File: src/rtl/hazard_if.sv
// Pipeline-control bundle between the RV32I datapath and the hazard scheduler.
// master = pipeline/datapath side, slave = scheduler.
interface hazard_if #(
    parameter int unsigned CNT_W = 32
);
    logic [4:0]       Rs1D, Rs2D, Rs1E, Rs2E;
    logic [4:0]       RdE, RdM, RdW;
    logic             RegWriteM, RegWriteW;
    logic [1:0]       ResultSrcE;
    logic             PCSrcE;
    logic             MemAccessM;
    logic             dmem_ready;
    logic [1:0]       ForwardAE, ForwardBE;
    logic             StallF, StallD, StallE, StallM;
    logic             FlushD, FlushE, FlushW;
    logic             dmem_req;
    logic             mem_timeout;
    logic [CNT_W-1:0] stall_cnt;

    modport master (
        output Rs1D, Rs2D, Rs1E, Rs2E, RdE, RdM, RdW, RegWriteM, RegWriteW,
               ResultSrcE, PCSrcE, MemAccessM, dmem_ready,
        input  ForwardAE, ForwardBE, StallF, StallD, StallE, StallM,
               FlushD, FlushE, FlushW, dmem_req, mem_timeout, stall_cnt
    );

    modport slave (
        input  Rs1D, Rs2D, Rs1E, Rs2E, RdE, RdM, RdW, RegWriteM, RegWriteW,
               ResultSrcE, PCSrcE, MemAccessM, dmem_ready,
        output ForwardAE, ForwardBE, StallF, StallD, StallE, StallM,
               FlushD, FlushE, FlushW, dmem_req, mem_timeout, stall_cnt
    );
endinterface

File: src/rtl/hazard_scheduler.sv
// Hazard/stall scheduler for the 5-stage RV32I pipeline: forwarding, load-use stall,
// branch flush and multi-cycle data-memory hold with watchdog and stall counter.
module hazard_scheduler #(
    parameter int unsigned MAX_WAIT = 16,
    parameter int unsigned CNT_W    = 32
) (
    input logic     clk,
    input logic     rst,
    hazard_if.slave bus
);
    localparam int unsigned WcntW = $clog2(MAX_WAIT) + 1;

    typedef enum logic {StIdle, StWait} state_e;

    state_e           state_q, state_d;
    logic [WcntW-1:0] wcnt_q, wcnt_d;
    logic             mem_timeout_q, mem_timeout_d;
    logic [CNT_W-1:0] stall_cnt_q, stall_cnt_d;

    logic lw_stall, mem_stall, timeout_evt, req, stall_f;

    function automatic logic [1:0] fwd_sel(input logic [4:0] rs);
        if (bus.RegWriteM && bus.RdM != 5'd0 && bus.RdM == rs) return 2'b10;
        if (bus.RegWriteW && bus.RdW != 5'd0 && bus.RdW == rs) return 2'b01;
        return 2'b00;
    endfunction

    // Memory wait FSM and watchdog.
    always_comb begin
        state_d       = state_q;
        wcnt_d        = wcnt_q;
        mem_timeout_d = mem_timeout_q;
        timeout_evt   = 1'b0;
        req           = 1'b0;
        unique case (state_q)
            StIdle: begin
                req = bus.MemAccessM;
                if (bus.MemAccessM && !bus.dmem_ready) begin
                    state_d = StWait;
                    wcnt_d  = WcntW'(1);
                end
            end
            StWait: begin
                req = 1'b1;
                if (bus.dmem_ready) begin
                    state_d = StIdle;
                    wcnt_d  = '0;
                end else if (wcnt_q == WcntW'(MAX_WAIT - 1)) begin
                    timeout_evt   = 1'b1;
                    mem_timeout_d = 1'b1;
                    state_d       = StIdle;
                    wcnt_d        = '0;
                end else begin
                    wcnt_d = wcnt_q + WcntW'(1);
                end
            end
            default: state_d = StIdle;
        endcase
    end

    // Abandoning a timed-out access releases M instead of holding it.
    assign mem_stall = bus.MemAccessM && !bus.dmem_ready && !timeout_evt;
    assign lw_stall  = (bus.ResultSrcE == 2'b01) && (bus.RdE != 5'd0) &&
                       ((bus.RdE == bus.Rs1D) || (bus.RdE == bus.Rs2D)) && !bus.PCSrcE;
    assign stall_f   = mem_stall || lw_stall;

    always_comb begin
        stall_cnt_d = stall_cnt_q;
        if (stall_f && stall_cnt_q != {CNT_W{1'b1}}) begin
            stall_cnt_d = stall_cnt_q + CNT_W'(1);
        end
    end

    always_comb begin
        bus.ForwardAE = 2'b00;
        bus.ForwardBE = 2'b00;
        bus.StallF    = 1'b0;
        bus.StallD    = 1'b0;
        bus.StallE    = 1'b0;
        bus.StallM    = 1'b0;
        bus.FlushD    = 1'b1;
        bus.FlushE    = 1'b1;
        bus.FlushW    = 1'b1;
        bus.dmem_req  = 1'b0;
        if (!rst) begin
            bus.ForwardAE = fwd_sel(bus.Rs1E);
            bus.ForwardBE = fwd_sel(bus.Rs2E);
            bus.StallF    = stall_f;
            bus.StallD    = stall_f;
            bus.StallE    = mem_stall;
            bus.StallM    = mem_stall;
            bus.FlushD    = bus.PCSrcE && !mem_stall;
            bus.FlushE    = (bus.PCSrcE || lw_stall) && !mem_stall;
            bus.FlushW    = mem_stall || timeout_evt;
            bus.dmem_req  = req;
        end
    end

    assign bus.mem_timeout = mem_timeout_q;
    assign bus.stall_cnt   = stall_cnt_q;

    always_ff @(posedge clk) begin
        if (rst) begin
            state_q       <= StIdle;
            wcnt_q        <= '0;
            mem_timeout_q <= 1'b0;
            stall_cnt_q   <= '0;
        end else begin
            state_q       <= state_d;
            wcnt_q        <= wcnt_d;
            mem_timeout_q <= mem_timeout_d;
            stall_cnt_q   <= stall_cnt_d;
        end
    end
endmodule

File: src/flat_wrapper.sv
// flat-port wrapper written by rule: the top's interface ports become plain ports
module hazard_scheduler_flat 
#(
    parameter int unsigned MAX_WAIT = 16,
    parameter int unsigned CNT_W    = 32
)
  (clk, rst, bus_Rs1D, bus_Rs2D, bus_Rs1E, bus_Rs2E, bus_RdE, bus_RdM, bus_RdW, bus_RegWriteM, bus_RegWriteW, bus_ResultSrcE, bus_PCSrcE, bus_MemAccessM, bus_dmem_ready, bus_ForwardAE, bus_ForwardBE, bus_StallF, bus_StallD, bus_StallE, bus_StallM, bus_FlushD, bus_FlushE, bus_FlushW, bus_dmem_req, bus_mem_timeout, bus_stall_cnt);
  hazard_if #(.CNT_W(CNT_W)) bus_i ();
  input logic clk;
  input logic rst;
  input wire logic [$bits(bus_i.Rs1D)-1:0] bus_Rs1D;
  input wire logic [$bits(bus_i.Rs2D)-1:0] bus_Rs2D;
  input wire logic [$bits(bus_i.Rs1E)-1:0] bus_Rs1E;
  input wire logic [$bits(bus_i.Rs2E)-1:0] bus_Rs2E;
  input wire logic [$bits(bus_i.RdE)-1:0] bus_RdE;
  input wire logic [$bits(bus_i.RdM)-1:0] bus_RdM;
  input wire logic [$bits(bus_i.RdW)-1:0] bus_RdW;
  input wire logic [$bits(bus_i.RegWriteM)-1:0] bus_RegWriteM;
  input wire logic [$bits(bus_i.RegWriteW)-1:0] bus_RegWriteW;
  input wire logic [$bits(bus_i.ResultSrcE)-1:0] bus_ResultSrcE;
  input wire logic [$bits(bus_i.PCSrcE)-1:0] bus_PCSrcE;
  input wire logic [$bits(bus_i.MemAccessM)-1:0] bus_MemAccessM;
  input wire logic [$bits(bus_i.dmem_ready)-1:0] bus_dmem_ready;
  output wire logic [$bits(bus_i.ForwardAE)-1:0] bus_ForwardAE;
  output wire logic [$bits(bus_i.ForwardBE)-1:0] bus_ForwardBE;
  output wire logic [$bits(bus_i.StallF)-1:0] bus_StallF;
  output wire logic [$bits(bus_i.StallD)-1:0] bus_StallD;
  output wire logic [$bits(bus_i.StallE)-1:0] bus_StallE;
  output wire logic [$bits(bus_i.StallM)-1:0] bus_StallM;
  output wire logic [$bits(bus_i.FlushD)-1:0] bus_FlushD;
  output wire logic [$bits(bus_i.FlushE)-1:0] bus_FlushE;
  output wire logic [$bits(bus_i.FlushW)-1:0] bus_FlushW;
  output wire logic [$bits(bus_i.dmem_req)-1:0] bus_dmem_req;
  output wire logic [$bits(bus_i.mem_timeout)-1:0] bus_mem_timeout;
  output wire logic [$bits(bus_i.stall_cnt)-1:0] bus_stall_cnt;
  assign bus_i.Rs1D = bus_Rs1D;
  assign bus_i.Rs2D = bus_Rs2D;
  assign bus_i.Rs1E = bus_Rs1E;
  assign bus_i.Rs2E = bus_Rs2E;
  assign bus_i.RdE = bus_RdE;
  assign bus_i.RdM = bus_RdM;
  assign bus_i.RdW = bus_RdW;
  assign bus_i.RegWriteM = bus_RegWriteM;
  assign bus_i.RegWriteW = bus_RegWriteW;
  assign bus_i.ResultSrcE = bus_ResultSrcE;
  assign bus_i.PCSrcE = bus_PCSrcE;
  assign bus_i.MemAccessM = bus_MemAccessM;
  assign bus_i.dmem_ready = bus_dmem_ready;
  assign bus_ForwardAE = bus_i.ForwardAE;
  assign bus_ForwardBE = bus_i.ForwardBE;
  assign bus_StallF = bus_i.StallF;
  assign bus_StallD = bus_i.StallD;
  assign bus_StallE = bus_i.StallE;
  assign bus_StallM = bus_i.StallM;
  assign bus_FlushD = bus_i.FlushD;
  assign bus_FlushE = bus_i.FlushE;
  assign bus_FlushW = bus_i.FlushW;
  assign bus_dmem_req = bus_i.dmem_req;
  assign bus_mem_timeout = bus_i.mem_timeout;
  assign bus_stall_cnt = bus_i.stall_cnt;
  hazard_scheduler #(.MAX_WAIT(MAX_WAIT), .CNT_W(CNT_W)) u_core (.clk(clk), .rst(rst), .bus(bus_i));
endmodule
File: config.mk
export PLATFORM = sky130hd
export DESIGN_NAME = hazard_scheduler_flat
export DESIGN_NICKNAME = d
export VERILOG_FILES = /design/src/rtl/hazard_if.sv /design/src/rtl/hazard_scheduler.sv /design/src/flat_wrapper.sv
export SDC_FILE = /design/constraint.sdc
export NUM_CORES = 1
export LEC_CHECK = 0
export ABC_AREA = 1
export CORE_UTILIZATION = 47
export DETAILED_ROUTE_END_ITERATION = 7
export GPL_TIMING_DRIVEN = 0
export PLACE_DENSITY = 0.81
export REMOVE_ABC_BUFFERS = 1
export SYNTH_ARGS = -nofsm -noshare
export SYNTH_HDL_FRONTEND = slang
export SYNTH_SLANG_ARGS = --single-unit
File: constraint.sdc
create_clock -name clk -period 2.1 [get_ports clk]
set_input_delay 0.63 -clock clk [delete_from_list [all_inputs] [get_ports clk]]
set_output_delay 0.63 -clock clk [all_outputs]
set_load 0.01 [all_outputs]
==> summary.md <==
| Metric | Value |
|---|---|
| Outcome | `finished, violations left` |
| Violated checks | `negative setup slack` |
| Clk root buf | `clkbuf_8` |
| Fin. Hold Viols | `0` |
| WS Path Type | `in -> out` |
| Largest family of logic cells by synthesized area | `simple AND/OR/NAND/NOR gates` |
| DIE WIDTH | `79.4 µm` |
| H-tree Lvls | `2` |
| # port buffers | `88` |
| Post-synthesis cell count | `464` |
| Number of diodes | `0` |
| Routed wl met3 | `433 µm` |
| Primary FF master, synth | `dfxtp_1` |
| IO Pins | `89` |
| Min Hold Slack | `0.503 ns` |
| Final Total Pwr | `1610 µW` |
| Average wire per standard cell | `12.2 µm` |
| Die area | `6300 µm²` |
| Hold endpoint | `u_core.bus.mem_timeout$_SDFFE_PP0P_` |
| Largest net degree at the start of global routing | `65` |
| CTS clk-pin slew, worst paths | `0.07 ns` |
| Rows | `27` |
| Layout Utilization | `71.9%` |
| CORE AREA | `5640 µm²` |
| Post-synth EDFFs | `0` |
| Critical path endpoint category | `primary output` |
| TritonCTS clock tree | `yes` |
| Die Y | `79.4 µm` |
| Final wirelength | `7.77 mm` |
| Arr. time, crit path | `1.67 ns` |
| Hold Path Depth | `2` |
| FF-to-FF Start | `u_core.bus.stall_cnt[0]$_SDFFE_PP0P_` |
| Initial antenna violation count | `0` |
| R2r endpoint | `u_core.bus.stall_cnt[28]$_SDFFE_PP0P_` |
| Hold_buf cts | `0` |
| P_leak | `0.00181 µW` |
| Setup repair after global routing missed its margin | `true` |
| Top Metal Used | `met4` |
| DRC errors left | `0` |
| Nets | `609` |
| Synth async-reset ratio | `0%` |
| Initial Util | `49.9%` |
| Share of cells above drive strength 1 | `24.8%` |
| Clk sinks | `39` |
| Vias in the first global route | `2953` |
| Final min period | `2.30 ns` |
| Worst Setup Start Kind | `input port` |
| Adder-cell share of the synthesized area | `0.889%` |
| First-pass GRT wire length | `12.4 mm` |
| Compound-cell area share of the yosys netlist | `9.82%` |
| Yosys warns | `0` |
| Antenna-violating nets left | `0` |
| Peak supply drop | `0.000270 V` |
| Pins over their slew limit | `0` |
| Clk_lat worst skew | `0.29 ns` |
| CTS max path bufs | `2` |
| Fillers | `487` |
| Hold path start | `u_core.bus.mem_timeout$_SDFFE_PP0P_` |
| Synthesized area | `2820 µm²` |
| Mux contribution to synthesized area | `0%` |
| Max Cap Viol | `0` |
| Grt total ovfl | `0` |
| Via count | `3273` |
| Post-route setup slack | `-0.201 ns` |
| Gpl congestion | `0.818` |
| Total track usage | `24.6%` |
| Post-Synth Simple-Gate Area | `44.3%` |
| Post-Route M1 WL | `3.23 mm` |
| Critical Path RT | `1.47 ns` |
| Post-synthesis sequential area ratio | `27.7%` |
| Netlist cell types | `34` |
| Fin crit share | `110%` |
| Final setup viols | `10` |
| DP HPWL | `5.07 mm` |
| Seq cells post-synth | `39` |
| Cells on worst reg2reg path | `12` |
| WL met2 | `3.92 mm` |
| DRT Pass-1 Iters | `4` |
| 1st-iter DRT viols | `139` |
| Num CTS Buffers | `5` |
| Area growth syn-to-layout | `44.0%` |
| Hold Path Class | `reg -> reg` |
| Relative slew slack | `75.6%` |
| Reg2reg setup slack | `0.20 ns` |
| Least-Margin Pin Slew | `0.363 ns` |
| Clock Skews | `0.00726 ns` |
| Syn Area/Cell | `6.07 µm²` |
| Pwr Density | `396 nW/µm²` |
| Max Clk Rate | `0.435 GHz` |
| Largest fanout on the critical path | `3` |
| DR vias/cell | `5.15` |
| XOR/XNOR Fraction of Synth Area | `4.98%` |
[sequential cells by signal (all words and copies together), names as in the netlist]
signal and cells:
u_core.bus.stall_cnt 32, u_core.wcnt_q 5, u_core.bus.mem_timeout 1, u_core.state_q 1
[cells in the final DEF, fill, tap and decap left out, types with 2 or more instances in the layout]
| cell type | count |
|---|---|
| nand2_1 | 104 |
| nor2_1 | 81 |
| inv_1 | 52 |
| nand3_1 | 40 |
| a21oi_1 | 40 |
| dfxtp_1 | 37 |
| clkdlybuf4s50_1 | 34 |
| buf_4 | 21 |
| buf_2 | 15 |
| buf_6 | 12 |
| inv_2 | 11 |
| clkbuf_2 | 10 |
| nand2_2 | 8 |
| nor2_2 | 8 |
| nand3_2 | 7 |
| nor2_4 | 7 |
| xor2_1 | 6 |
| nand4_1 | 6 |
| xnor2_2 | 5 |
| clkbuf_8 | 5 |
| dlygate4sd2_1 | 5 |
| or2_4 | 4 |
| xnor2_1 | 3 |
| nand3_4 | 3 |
| buf_8 | 3 |
| nor4_4 | 2 |
| xor2_2 | 2 |
| nand2_4 | 2 |
| nor4_1 | 2 |
| clkinv_2 | 2 |
| clkbuf_1 | 2 |
| dlymetal6s2s_1 | 2 |
| clkdlybuf4s15_1 | 2 |
| dfxtp_2 | 2 |
[kinds of logic after synthesis]
kind of cell / after synthesis
adders and majority gates: 2
buffers and inverters: 78
xor gates and xnor gates: 16
DFF: 39
AOI/OAI and AO/OA: 51
and+or+nand+nor: 278
[worst max path at each step]
| stage | from | endpoint | slack [ns] | depth (start not counted) |
|---|---|---|---|---|
| 5_1_grt | bus_RdW[0] | bus_ForwardBE[0] | -0.28 | 6 |
| 3_3_place_gp | rst | bus_ForwardAE[0] | -1.94 | 7 |
| 2_1_floorplan | rst | bus_ForwardAE[0] | -0.08 | 5 |
| 3_5_place_dp | rst | bus_ForwardAE[0] | -1.91 | 7 |
| 6_report | bus_Rs1E[1] | bus_ForwardAE[1] | -0.20 | 7 |
| 4_1_cts | bus_RdM[3] | bus_ForwardBE[1] | -0.22 | 7 |
[worst max-delay path, stage by stage]
cell      delay [ns]
clkbuf_2        0.14
xnor2_2         0.19
nand2_2         0.09
nor4_4          0.30
inv_1           0.09
nor2_1          0.11
buf_2           0.13
[Yosys cell counts (all sizes together) (2+ instances only)]
| library cell | n | area (µm²) |
|---|---|---|
| nand2 | 115 | 462 |
| nor2 | 96 | 390 |
| inv | 63 | 236 |
| nand3 | 50 | 288 |
| a21oi | 42 | 210 |
| dfxtp | 39 | 781 |
| buf | 11 | 95.1 |
| xnor2 | 8 | 70.1 |
| xor2 | 8 | 70.1 |
| nand4 | 6 | 37.5 |
| nor4 | 4 | 25.0 |
| or2 | 4 | 25.0 |
| o21ai | 3 | 15.0 |
| clkbuf | 2 | 7.51 |
| clkinv | 2 | 7.51 |
| ha | 2 | 25.0 |
[per-stage QoR]
step	setup TNS [ns]	setup WS, ns	std cells	area [µm²]
floorplan	-0.185	-0.0844	451	2710
global placement	-38.99	-1.94	611	3680
CTS	-1.68	-0.223	631	3890
finish	-1.22	-0.201	636	4050
global route	-1.96	-0.285	636	4050
detailed placement	-38.31	-1.91	611	3680
[power breakdown]
part           total [µW]  internal, µW  switching [µW]
Sequential            751           745            6.25
Combinational         349           160             189
Clock                 505           234             271
Total                1610          1140             467
[layer usage]
metal / up-vias / track usage, %
li1: 1665 / -
met1: 1476 / 28.0
met2: 113 / 44.7
met3: 19 / 4.34
met4: 0 / 10.7
met5: - / 0
[final cells by class]
class	instances	area, µm²	share of cell area [%]
clock buffer	7	76.3	1.88
sequential	39	783	19.3
timing repair buffer	104	892	22.0
timing repair inverter	1	5.00	0.123
clock inverter	1	5.00	0.123
multi-input combinational	347	1950	48.2
inverter	65	249	6.14
tap	72	90.1	2.22
[what timing repair did]
action                     4_1_cts  5_1_grt
setup endpoints to repair       46       43
buffers inserted                11        5
gates resized for setup        199       80
cloned                           1        0
pin swaps                       42       40
Note: power is estimated with default switching activity, not from simulation.
